--- src/rtl/linear_pwm_pkg.sv ---
// Shared defaults and types for the linear_pwm fade generator.
package linear_pwm_pkg;
  localparam int          RES_DEF  = 8;
  localparam int          GRAD_DEF = 600;
  localparam logic [31:0] DVSR_DEF = 32'd48;

  typedef enum logic {RAMP_DOWN, RAMP_UP} ramp_dir_t;
endpackage

--- src/rtl/linear_pwm_pwm_gen.sv ---
// Prescaled PWM counter with period-aligned duty shadow and registered compare output.
module pwm_gen
  import linear_pwm_pkg::*;
#(
  parameter int resolution = RES_DEF
) (
  input  logic                  clk,
  input  logic                  rst,
  input  logic [31:0]           dvsr,
  input  logic [resolution-1:0] duty_in,
  output logic                  pwm_out
);
  localparam logic [resolution-1:0] D_ONE = resolution'(1);
  localparam logic [resolution-1:0] D_MAX = '1;

  logic [31:0]           q_q, q_d;
  logic [resolution-1:0] d_q, d_d;
  logic [resolution-1:0] shadow_q, shadow_d;
  logic                  pwm_q, pwm_d;
  logic                  tick;

  always_comb begin
    tick     = (q_q == dvsr);
    q_d      = tick ? 32'd0 : q_q + 32'd1;
    d_d      = tick ? d_q + D_ONE : d_q;
    // Shadow follows duty only at the last tick of a period so a period never glitches.
    shadow_d = (tick && d_q == D_MAX) ? duty_in : shadow_q;
    pwm_d    = (d_q < shadow_q);
  end

  always_ff @(posedge clk or posedge rst) begin
    if (rst) begin
      q_q      <= '0;
      d_q      <= '0;
      shadow_q <= '0;
      pwm_q    <= 1'b0;
    end else begin
      q_q      <= q_d;
      d_q      <= d_d;
      shadow_q <= shadow_d;
      pwm_q    <= pwm_d;
    end
  end

  assign pwm_out = pwm_q;
endmodule

--- src/rtl/linear_pwm.sv ---
// LED fade PWM: gradient timer steps an internal duty ramp feeding pwm_gen.
// Define LINEAR_PWM_TRIANGLE_EN for a triangle ramp; default is a sawtooth.
module linear_pwm
  import linear_pwm_pkg::*;
#(
  parameter int          resolution  = RES_DEF,
  parameter int          grad_thresh = GRAD_DEF,
  parameter logic [31:0] dvsr        = DVSR_DEF
) (
  input  logic clk,
  input  logic rst,
  output logic pwm_linear_out
);
  localparam int                    GW     = (grad_thresh > 1) ? $clog2(grad_thresh) : 1;
  localparam logic [GW-1:0]         G_LAST = GW'(grad_thresh - 1);
  localparam logic [GW-1:0]         G_ONE  = GW'(1);
  localparam logic [resolution-1:0] D_ONE  = resolution'(1);

  logic [GW-1:0]         g_q, g_d;
  logic                  step;
  logic [resolution-1:0] duty_q, duty_d;

  always_comb begin
    step = (g_q == G_LAST);
    g_d  = step ? '0 : g_q + G_ONE;
  end

`ifdef LINEAR_PWM_TRIANGLE_EN
  localparam logic [resolution-1:0] D_MAX = '1;
  ramp_dir_t dir_q, dir_d;

  // Turn around at the endpoints without repeating them.
  always_comb begin
    dir_d  = dir_q;
    duty_d = duty_q;
    if (step) begin
      if (dir_q == RAMP_UP) begin
        if (duty_q == D_MAX) begin
          duty_d = duty_q - D_ONE;
          dir_d  = RAMP_DOWN;
        end else begin
          duty_d = duty_q + D_ONE;
        end
      end else begin
        if (duty_q == '0) begin
          duty_d = D_ONE;
          dir_d  = RAMP_UP;
        end else begin
          duty_d = duty_q - D_ONE;
        end
      end
    end
  end

  always_ff @(posedge clk or posedge rst) begin
    if (rst) dir_q <= RAMP_UP;
    else     dir_q <= dir_d;
  end
`else
  always_comb begin
    duty_d = step ? duty_q + D_ONE : duty_q;
  end
`endif

  always_ff @(posedge clk or posedge rst) begin
    if (rst) begin
      g_q    <= '0;
      duty_q <= '0;
    end else begin
      g_q    <= g_d;
      duty_q <= duty_d;
    end
  end

  pwm_gen #(.resolution(resolution)) u_pwm (
    .clk     (clk),
    .rst     (rst),
    .dvsr    (dvsr),
    .duty_in (duty_q),
    .pwm_out (pwm_linear_out)
  );
endmodule

--- config.mk ---
export PLATFORM = sky130hd
export DESIGN_NAME = linear_pwm
export DESIGN_NICKNAME = d
export VERILOG_FILES = /design/src/rtl/linear_pwm_pkg.sv /design/src/rtl/linear_pwm_pwm_gen.sv /design/src/rtl/linear_pwm.sv
export SDC_FILE = /design/constraint.sdc
export NUM_CORES = 1
export LEC_CHECK = 0
export ABC_AREA = 0
export CAP_MARGIN = 20
export CORE_ASPECT_RATIO = 0.9
export CORE_UTILIZATION = 33
export CTS_BUF_LIST = sky130_fd_sc_hd__clkbuf_16
export DETAILED_ROUTE_END_ITERATION = 16
export SLEW_MARGIN = 20
export SYNTH_ARGS = -nofsm -noshare
export SYNTH_HDL_FRONTEND = slang
export SYNTH_SLANG_ARGS = --single-unit
--- constraint.sdc ---
create_clock -name clk -period 2.6 [get_ports clk]
set_clock_uncertainty 0.2 [all_clocks]
set_input_delay 0.52 -clock clk [delete_from_list [all_inputs] [get_ports clk]]
set_output_delay 0.52 -clock clk [all_outputs]
set_load 0.05 [all_outputs]
* Word level (Yosys, flattened, before mapping) *
Cells that the tools add are included.

cells by class
  add/sub/neg operators = 4
  $lt $le $gt $ge = 1
  equal/unequal tests = 3
  muxes and demuxes = 2
  reduce and logical (&&, ||, !) cells = 1

operator list
  operator               count
  $add 32x1->32 const B  1
  $eq 32x6->1 const B    1
  $mux 32                1
  $add 8x1->8 const B    2
  $add 10x1->10 const B  1
  $eq 10x10->1 const B   1
  $mux 10                1
  $eq 8x8->1 const B     1
  $lt 8x8->1             1
  $logic_and 1x1->1      1

word-level totals
  register bits = 67
  input bits = 2
  output and inout port bits = 1

* Longest topological paths before layout *
Gate-level depths: netlist of run 1.

  word-level depth = 2
  gate-level depth with buffers = 8

* Cells and area by module *
From an unflattened synthesis of run 1, not the netlist that was laid out.

unflattened totals
  cells, all modules = 345
  area total of the unflattened synthesis = 3631.0 um2

by module, submodules not included
  module      times used  cells each  area each (um2)
  pwm_gen     1           276         2800.2
  linear_pwm  1           69          830.8

* Least setup slack after synthesis of run 1 *
OpenSTA, ideal clock, no wires.

  kind = reg-to-reg
  start point = register u_pwm.q_q[0]
  end point = register u_pwm.shadow_q[0]
  data arrival time = 1830 ps
  data required time = 2273 ps
  path slack = 442 ps
  stages on the path, launching flop included = 9
  buffers on the path = 1
  clock period less this slack = 2158 ps
  cells stage by stage = dfrtp_1 -> inv_1 -> ha_1 -> nor4b_2 -> nand4_1 -> nor3_4 -> and4_1 -> buf_4 -> mux2_1

on the way
  cells in the longest elaborated chain, start to end = 2

RTL lines
  element                   line                      text
  start: declaration        linear_pwm_pwm_gen.sv:16  logic [31:0] q_q, q_d;
  start signal: assignment  linear_pwm_pwm_gen.sv:38  q_q <= q_d;
  $eq 32x6->1               linear_pwm_pwm_gen.sv:23  tick = (q_q == dvsr);
  $logic_and 1x1->1         linear_pwm_pwm_gen.sv:27  shadow_d = (tick && d_q == D_MAX) ? duty_in : shadow_q;
  end signal: assignment    linear_pwm_pwm_gen.sv:40  shadow_q <= shadow_d;
  end: declaration          linear_pwm_pwm_gen.sv:18  logic [resolution-1:0] shadow_q, shadow_d;

Every way passes these cells.
A chain may end at the register's enable or synchronous reset.

* Worst setup path in the final report of run 1 *
  start point = register u_pwm.q_q[0]
  end point = register u_pwm.shadow_q[1]

Same word-level chain as after synthesis.

==> flow_summary.ini, run 1 <==
[status]
status = complete, no violations

[hold_path]
worstHoldPathType = register to register

[sta]
slew-limit-headroom_pct = 67.5
finalSetupViolCount = 0
fin_crit_sh_pct = 88.2
finalSetupTns_ns = 0
final.min_clock_period_ns = 2.29
rsz0062_at_grt = false
slew_violations = 0
worst_slack_ns = 0.307
hold_violations = 0
worstMarginPinSlew_ns = 0.487
max_clock_freq_mhz = 436

[floorplan]
chipHeight_um = 94.4
start_util_pct = 34.1
io_pins = 3
fp.dieW_um = 105
rows = 33
core_sq_mm = 0.00917
dieArea_sq_mm = 0.00988

[pwr]
p_per_area_mw_per_mm2 = 605
power.total_w = 0.00219
seq_power_share_pct = 47.6
power_frac_clock_pct = 51.2
p_int_w = 0.00177
swShare_pct = 19.2
leakagePower_nw = 1.66
ir_drop_mv = 0.310
switchingPower_w = 0.000421
p_comb_share_pct = 1.2

[route]
wl_per_cell_um = 12.6
drcViolationCount = 0
ant_nets = 0
via_count = 2007
detail_route.first_pass.iterations = 4
drt-vias-per-instance = 4.82
wirelength_um = 5230
initialDrtViolationCount = 99

[cells_and_area]
nets = 303
antennaDiodeCount = 0
finalCoreUtilization_pct = 39.5
fillers = 883
layout.cells.most_common = dfrtp_1
drive_gt1_share_pct = 8.50
layout_common_cells = dfrtp_1, xnor2_1, nand2_1, nand4_1, nand3_1
syn_to_final_growth_pct = 15.8
fin_cells = 416

[setup_path]
critical_path.slowest_cell = and4_1
cp-start-kind = register
critPathRequiredTime_ns = 2.60
slowest_delay_ns = 0.43
crit_fanout = 8
path_cells = inv_1 -> ha_1 -> nor4b_2 -> nand4_1 -> nor3_4 -> and4_1 -> mux2_1
critPathKind = register to register
crit_arrival_ns = 2.29
crit_path_end_kind = register

[clock_network]
cts_max_level = 3
clk_pin_slew_ns = 0.05
clk_latency_ns = 0.32
cts_tree = built
cts-hold-fix-buffers = 0
cts_resized = 0
cts_root_buf = clkbuf_16
ctsLongestPathBuffers = 2
cts_buffers = 9
clock_sinks = 67
cts_setup_buffers = 0

[placed_design]
dp_slack_ns = 0.263
dp.final_hpwl_um = 3720
place_congestion = 0.794
dpl.cell_count = 400
portBuffers = 2

[global_route]
track_usage_pct = 12.2
antenna_found_initial = 0
grt_pass1_vias = 2023
grt_pass1_wl_um = 9520
grt_start_max_net_pins = 32
overflow = 0

[synth]
ys_seq_area_share_pct = 53.6
synth_cell_types = 34
syn-instance-count = 273
ys.flop_type = dfrtp_1
yosys_warnings = 0
synth_top_cell_area_share_pct = 53.6
synth_edf_count = 0
syn_avg_cell_area_sq_um = 11.5
synth-seq-cells = 67
synth_top_area_cell = dfrtp_1
synth_area_leaders = dfrtp_1, xnor2_1, ha_1
synth_area_sq_mm = 0.00313
syn_nets = 287
synthArstFlopShare_pct = 100

[job]
drv_cap = 0
## power by group through the flow
stage / Clock, W / Sequential, W / Combinational [W]
detailed placement: 0 / 0.00106 / 0.0000281
global route: 0.00121 / 0.00104 / 0.0000310
CTS: 0.00115 / 0.00104 / 0.0000281
global placement: 0 / 0.00106 / 0.0000279
finish: 0.00112 / 0.00104 / 0.0000259
floorplan: 0 / 0.00106 / 0.0000152
## cell type report
class                   instances  area (sq um)  share of cell area [%]
clock buffers                   9           225                    6.22
inverters                      14          52.6                    1.45
repair buffers                  8          77.6                    2.14
flip-flops and latches         67          1680                    46.3
multi-input cells             189          1380                    38.2
well taps                     122           153                    4.21
clock inverters                 7          53.8                    1.49
## logic make-up (layout without fill, tap and decap cells)
family | after synthesis | in the layout | share of synthesized area [%]
AOI/OAI and AO/OA | 12 | 12 | 2.80
xor gates and xnor gates | 47 | 47 | 13.2
adders and majority gates | 12 | 12 | 4.80
buffers and inverters | 17 | 38 | 2.20
DFF | 67 | 67 | 53.6
muxes | 12 | 12 | 4.32
and+or+nand+nor | 106 | 106 | 19.2
## sequential cells by signal, indices dropped and copies added, names as in the netlist
register and flops:
u_pwm.pwm_out 1, duty_q 8, u_pwm.d_q 8, u_pwm.q_q 32, u_pwm.shadow_q 8, g_q 10
## per-layer routing
metal / vias up / track usage (%) / share of wire, %
li1: 997 / - / -
met1: 974 / 17.1 / 52
met2: 32 / 17.9 / 44
met3: 4 / 3.31 / 3.3
met4: 0 / 5.16 / 1.3
met5: - / 0 / 0
## worst max-delay path, delay by kind of cell, from the launching register on
family                     cells  cell delay (ns)
muxes                          1             0.36
adders and majority gates      1             0.14
DFF                            1             0.41
and+or+nand+nor                4             0.98
buffers and inverters          1             0.07
## synthesized netlist by cell type, drive strengths merged (6+ instances only)
| cell type | count |
|---|---|
| nand4 | 18 |
| nand3 | 18 |
| dfrtp | 67 |
| xor2 | 13 |
| nor3 | 6 |
| and3 | 6 |
| nor2 | 17 |
| nor4 | 8 |
| mux2 | 12 |
| nand2 | 18 |
| ha | 12 |
| xnor2 | 34 |
| inv | 14 |
## final timing paths
path,to,slack [ns],depth (start not counted),from
setup / recovery,u_pwm.shadow_q[1],0.31,7,u_pwm.q_q[0]
hold / removal,g_q[0],0.26,1,g_q[0]
setup reg to reg,u_pwm.shadow_q[1],0.31,7,u_pwm.q_q[0]
hold reg to reg,g_q[0],0.26,1,g_q[0]
max in group asynchronous,u_pwm.q_q[26],1.28,3,rst
min in group asynchronous,g_q[1],0.31,2,rst
## through the flow
step,cell area [sq um],hold slack [ns]
4_1_cts,3620,0.258
3_3_place_gp,3340,0.246
3_5_place_dp,3340,0.251
6_report,3620,0.256
5_1_grt,3620,0.288
2_1_floorplan,3130,0.233
No activity file was read; power rests on OpenSTA's default activity.
==> inputs of run 2 (changes only) <==
--- a/config.mk
+++ b/config.mk
@@ -8,7 +8,7 @@
 export ABC_AREA = 0
 export CAP_MARGIN = 20
 export CORE_ASPECT_RATIO = 0.9
-export CORE_UTILIZATION = 33
+export CORE_UTILIZATION = 30
 export CTS_BUF_LIST = sky130_fd_sc_hd__clkbuf_16
 export DETAILED_ROUTE_END_ITERATION = 16
 export SLEW_MARGIN = 20
==> run 2 against run 1 <==
Register-to-register slack got worse by 0.05 ns. Cell count is 0.96% higher. Cell area up 0.31%. Clock power hardly changed.
==> flow_summary.ini, run 2 (same netlist as run 1, synthesis figures left out) <==
[status]
status = complete, no violations

[clock_network]
cts_resized = 0
ctsLongestPathBuffers = 2
clock_sinks = 67
cts_tree = built
clk_pin_slew_ns = 0.05
cts_max_level = 3
cts_root_buf = clkbuf_16
cts_buffers = 9
cts_setup_buffers = 0
cts-hold-fix-buffers = 0
clk_latency_ns = 0.32

[global_route]
track_usage_pct = 11.0
overflow = 0
antenna_found_initial = 0
grt_pass1_wl_um = 9310
grt_start_max_net_pins = 37
grt_pass1_vias = 2040

[sta]
finalSetupTns_ns = 0
slew-limit-headroom_pct = 67.4
slew_violations = 0
worstMarginPinSlew_ns = 0.487
hold_violations = 0
rsz0062_at_grt = false
finalSetupViolCount = 0
final.min_clock_period_ns = 2.34
fin_crit_sh_pct = 90.0
worst_slack_ns = 0.259
max_clock_freq_mhz = 427

[hold_path]
hold_depth = 1
worstHoldPathType = register to register
hold_start = g_q[0]
holdPathEnd = g_q[0]

[cells_and_area]
antennaDiodeCount = 0
largest_register = u_pwm.q_q
syn_to_final_growth_pct = 16.1
nets = 303
layout.cells.most_common = dfrtp_1
largest_reg_flops = 32
layout_common_cells = dfrtp_1, xnor2_1, nand2_1, nand4_1, nand3_1
drive_gt1_share_pct = 9.52
largestRegisters = u_pwm.q_q: 32 flops, g_q: 10 flops

[setup_path]
crit_path_end_kind = register
critical_path.slowest_cell = and4_1
path_depth = 7
cpLargestDelayFamily = simple AND/OR/NAND/NOR gates
critPathRequiredTime_ns = 2.60
crit_fanout = 8
r2r_slack_ns = 0.26
crit_arrival_ns = 2.34
r2r_end = u_pwm.shadow_q[5]
path_cells = inv_1 -> ha_1 -> nor4b_2 -> nand4_1 -> nor3_4 -> and4_1 -> mux2_1
crit_buf_inv = 1
slowest_delay_ns = 0.44
worst_r2r_path_depth = 7
rr_startpoint = u_pwm.q_q[0]
critPathKind = register to register
cp-start-kind = register

[floorplan]
io_pins = 3
rows = 34
fp.dieW_um = 110
chipHeight_um = 98.9
start_util_pct = 31.6
core_sq_mm = 0.00991
dieArea_sq_mm = 0.0108

[route]
initialDrtViolationCount = 137
wl_per_cell_um = 12.3
ant_nets = 0
detail_route.first_pass.iterations = 4
via_count = 1987
wirelength_um = 5170
drcViolationCount = 0
drt-vias-per-instance = 4.73

[placed_design]
place_congestion = 0.798
dp_slack_ns = 0.251
dp.final_hpwl_um = 3670
portBuffers = 2

[pwr]
p_int_w = 0.00178
switchingPower_w = 0.000439
p_comb_share_pct = 1.2
swShare_pct = 19.8
p_per_area_mw_per_mm2 = 610
seq_power_share_pct = 47.1
leakagePower_nw = 1.65
power_frac_clock_pct = 51.8
ir_drop_mv = 0.372

[job]
drv_cap = 0
[run 2: cell count changes in the layout (fill, tap and decap cells not counted), sizes merged]
cell,delta
clkinv,+2
clkinvlp,+1
inv,-3
[run 2: how the worst max path moves through the flow]
stage,startpoint,to,slack [ns]
floorplan,rst,duty_q[0],0.20
detailed placement,u_pwm.q_q[0],u_pwm.shadow_q[2],0.25
CTS,u_pwm.q_q[0],u_pwm.shadow_q[2],0.24
global route,u_pwm.q_q[0],u_pwm.shadow_q[5],0.05
global placement,u_pwm.q_q[0],u_pwm.shadow_q[5],0.37
finish,u_pwm.q_q[0],u_pwm.shadow_q[5],0.26
[run 2: through the flow]
step	power [W]	util (%)	area [sq um]	instances	hold WS (ns)
3_3_place_gp	0.00109	33.8	3350	404	0.242
2_1_floorplan	0.00108	-	3130	273	0.233
4_1_cts	0.00225	36.7	3630	420	0.263
6_report	0.00222	36.7	3630	420	0.259
5_1_grt	0.00230	36.7	3630	420	0.282
3_5_place_dp	0.00109	33.8	3350	404	0.254
[run 2: per-layer routing]
metal / GRT usage [%] / wire [um] / part of all wire, % / vias up
met5: 0 / 0 / 0 / -
met4: 5.23 / 95 / 1.8 / 0
met3: 2.78 / 123 / 2.4 / 9
li1: - / - / - / 994
met1: 14.7 / 2680 / 52 / 964
met2: 16.7 / 2270 / 44 / 20
[run 2: cell type report]
type / count / area [sq um]
clock inverter: 7 / 60.1
clock buffer: 9 / 225
inverter: 14 / 52.6
sequential: 67 / 1680
timing repair buffer: 8 / 77.6
multi-input combinational: 189 / 1380
fill: 979 / 6280
tap: 126 / 158
[run 2: power by group through the flow]
| stage | Combinational, W | Sequential [W] | Clock (W) |
|---|---|---|---|
| after floorplan | 0.0000152 | 0.00106 | 0 |
| after global placement | 0.0000274 | 0.00106 | 0 |
| after detailed placement | 0.0000279 | 0.00106 | 0 |
| after CTS | 0.0000279 | 0.00104 | 0.00118 |
| after global routing | 0.0000313 | 0.00104 | 0.00122 |
| final | 0.0000257 | 0.00104 | 0.00115 |
==> inputs of run 3 (changes only) <==
--- a/config.mk
+++ b/config.mk
@@ -9,7 +9,7 @@
 export CAP_MARGIN = 20
 export CORE_ASPECT_RATIO = 0.9
 export CORE_UTILIZATION = 30
-export CTS_BUF_LIST = sky130_fd_sc_hd__clkbuf_16
+export CTS_CLUSTER_DIAMETER = 30
 export DETAILED_ROUTE_END_ITERATION = 16
 export SLEW_MARGIN = 20
 export SYNTH_ARGS = -nofsm -noshare
==> run 3 against run 2 <==
Utilization is 0.10 points higher. Cell count stayed put. Combinational power hardly changed. Worst setup slack worse by 0.0012 ns. Wire length hardly changed. Largest cell class unchanged. Hold slack hardly changed. Cell area is 0.28% higher. Sequential power hardly changed.
==> flow_summary.ini, run 3 (same netlist as run 1, synthesis figures left out) <==
[status]
status = complete, no violations

[cells_and_area]
largestRegisters = u_pwm.q_q: 32 flops, g_q: 10 flops
regArea_sq_mm = 0.00168
antennaDiodeCount = 0
multiInputGateArea_sq_mm = 0.00138
drive_gt1_share_pct = 9.86
final_cell_area_sq_mm = 0.00364
fillers = 976
syn_to_final_growth_pct = 16.4
layout.cells.most_common = dfrtp_1
largest_register = u_pwm.q_q
layout_common_cells = dfrtp_1, xnor2_1, nand2_1, nand4_1, nand3_1
largest_reg_flops = 32
nets = 303

[global_route]
grt_use_met2_pct = 16.7
use_met1_pct = 14.7
top_usage_layer = met2
track_usage_pct = 11.0
overflow = 0
grt_pass1_vias = 2040
grt_start_max_net_pins = 37
grtUsageMet3_pct = 2.78
antenna_found_initial = 0
grt_pass1_wl_um = 9320

[sta]
final.min_clock_period_ns = 2.34
rsz0062_at_grt = false
slew_violations = 0
finalSetupViolCount = 0
hold_violations = 0
slew-limit-headroom_pct = 67.4
fin_crit_sh_pct = 90.1
max_clock_freq_mhz = 427
worstMarginPinSlew_ns = 0.487
finalSetupTns_ns = 0

[hold_path]
hold_start = g_q[0]
worstHoldPathType = register to register
hold_depth = 1
holdPathEnd = g_q[0]

[clock_network]
cts_resized = 0
cts_root_buf = clkbuf_16
ctsLongestPathBuffers = 2
cts_buffers = 9
clock_sinks = 67
cts_tree = built
cts-hold-fix-buffers = 0
cts_max_level = 3
clk_pin_slew_ns = 0.05
clk_latency_ns = 0.32
cts_setup_buffers = 0

[floorplan]
io_pins = 3
chipHeight_um = 98.9
fp.dieW_um = 110
dieArea_sq_mm = 0.0108
rows = 34
start_util_pct = 31.6
core_sq_mm = 0.00991

[route]
detail_route.first_pass.iterations = 4
initialDrtViolationCount = 144
drt-vias-per-instance = 4.73
drcViolationCount = 0
wirelength_um = 5170
ant_nets = 0
via_count = 1986
wl_per_cell_um = 12.3

[setup_path]
worst_r2r_path_depth = 7
critPathRequiredTime_ns = 2.60
cp-start-kind = register
crit_path_end_kind = register
critPathLaunch = u_pwm.q_q[0]
r2r_end = u_pwm.shadow_q[5]
r2r_slack_ns = 0.26
crit_fanout = 8
crit_arrival_ns = 2.34
critPathKind = register to register
rr_startpoint = u_pwm.q_q[0]

[pwr]
p_per_area_mw_per_mm2 = 618
ir_drop_mv = 0.373
leakagePower_nw = 1.65

[placed_design]
dp.final_hpwl_um = 3670
portBuffers = 2
placed_area_sq_mm = 0.00335
place_congestion = 0.798

[job]
drv_cap = 0
## run 3: layout make-up
class / instances / share of cell area, %
tap: 126 / 4.33
sequential: 67 / 46.0
timing repair buffer: 8 / 2.13
clock inverter: 5 / 1.44
inverter: 14 / 1.44
multi-input combinational: 189 / 38.0
clock buffer: 11 / 6.66
## run 3: worst max path at each step
stage / to / slack [ns] / cells past startpoint
floorplan: duty_q[0] / 0.20 / 1
global placement: u_pwm.shadow_q[5] / 0.37 / 7
detailed placement: u_pwm.shadow_q[2] / 0.25 / 7
CTS: u_pwm.shadow_q[2] / 0.24 / 7
global route: u_pwm.shadow_q[1] / 0.04 / 7
finish: u_pwm.shadow_q[5] / 0.26 / 7
## run 3: worst max-delay path, cell delays in order (launching register included)
cell and delay (ns):
dfrtp_1 0.42, inv_1 0.08, ha_1 0.13, nor4b_2 0.20, nand4_1 0.18, nor3_4 0.21, and4_1 0.44, mux2_1 0.36
## run 3: through the flow
stage          util, %  total power, W  worst slack, ns  hold WS, ns  cells
2_1_floorplan        -         0.00108            0.197        0.233    273
3_3_place_gp      33.8         0.00109            0.369        0.242    404
3_5_place_dp      33.8         0.00109            0.251        0.254    404
4_1_cts           36.8         0.00229            0.242        0.263    420
5_1_grt           36.8         0.00233           0.0393        0.282    420
6_report          36.8         0.00225            0.258        0.259    420
## run 3: power by group
group / switching, W / internal [W] / leakage (nW)
sequential: 0 / 0.00104 / 0.917
clock: 0.000420 / 0.000762 / 0.145
combinational: 0.0000202 / 0.00000547 / 0.588
## run 3: per-layer routing
metal | part of all wire [%] | up-vias
li1 | - | 993
met1 | 52 | 963
met2 | 44 | 21
met3 | 2.5 | 9
met4 | 1.8 | 0
met5 | 0 | -
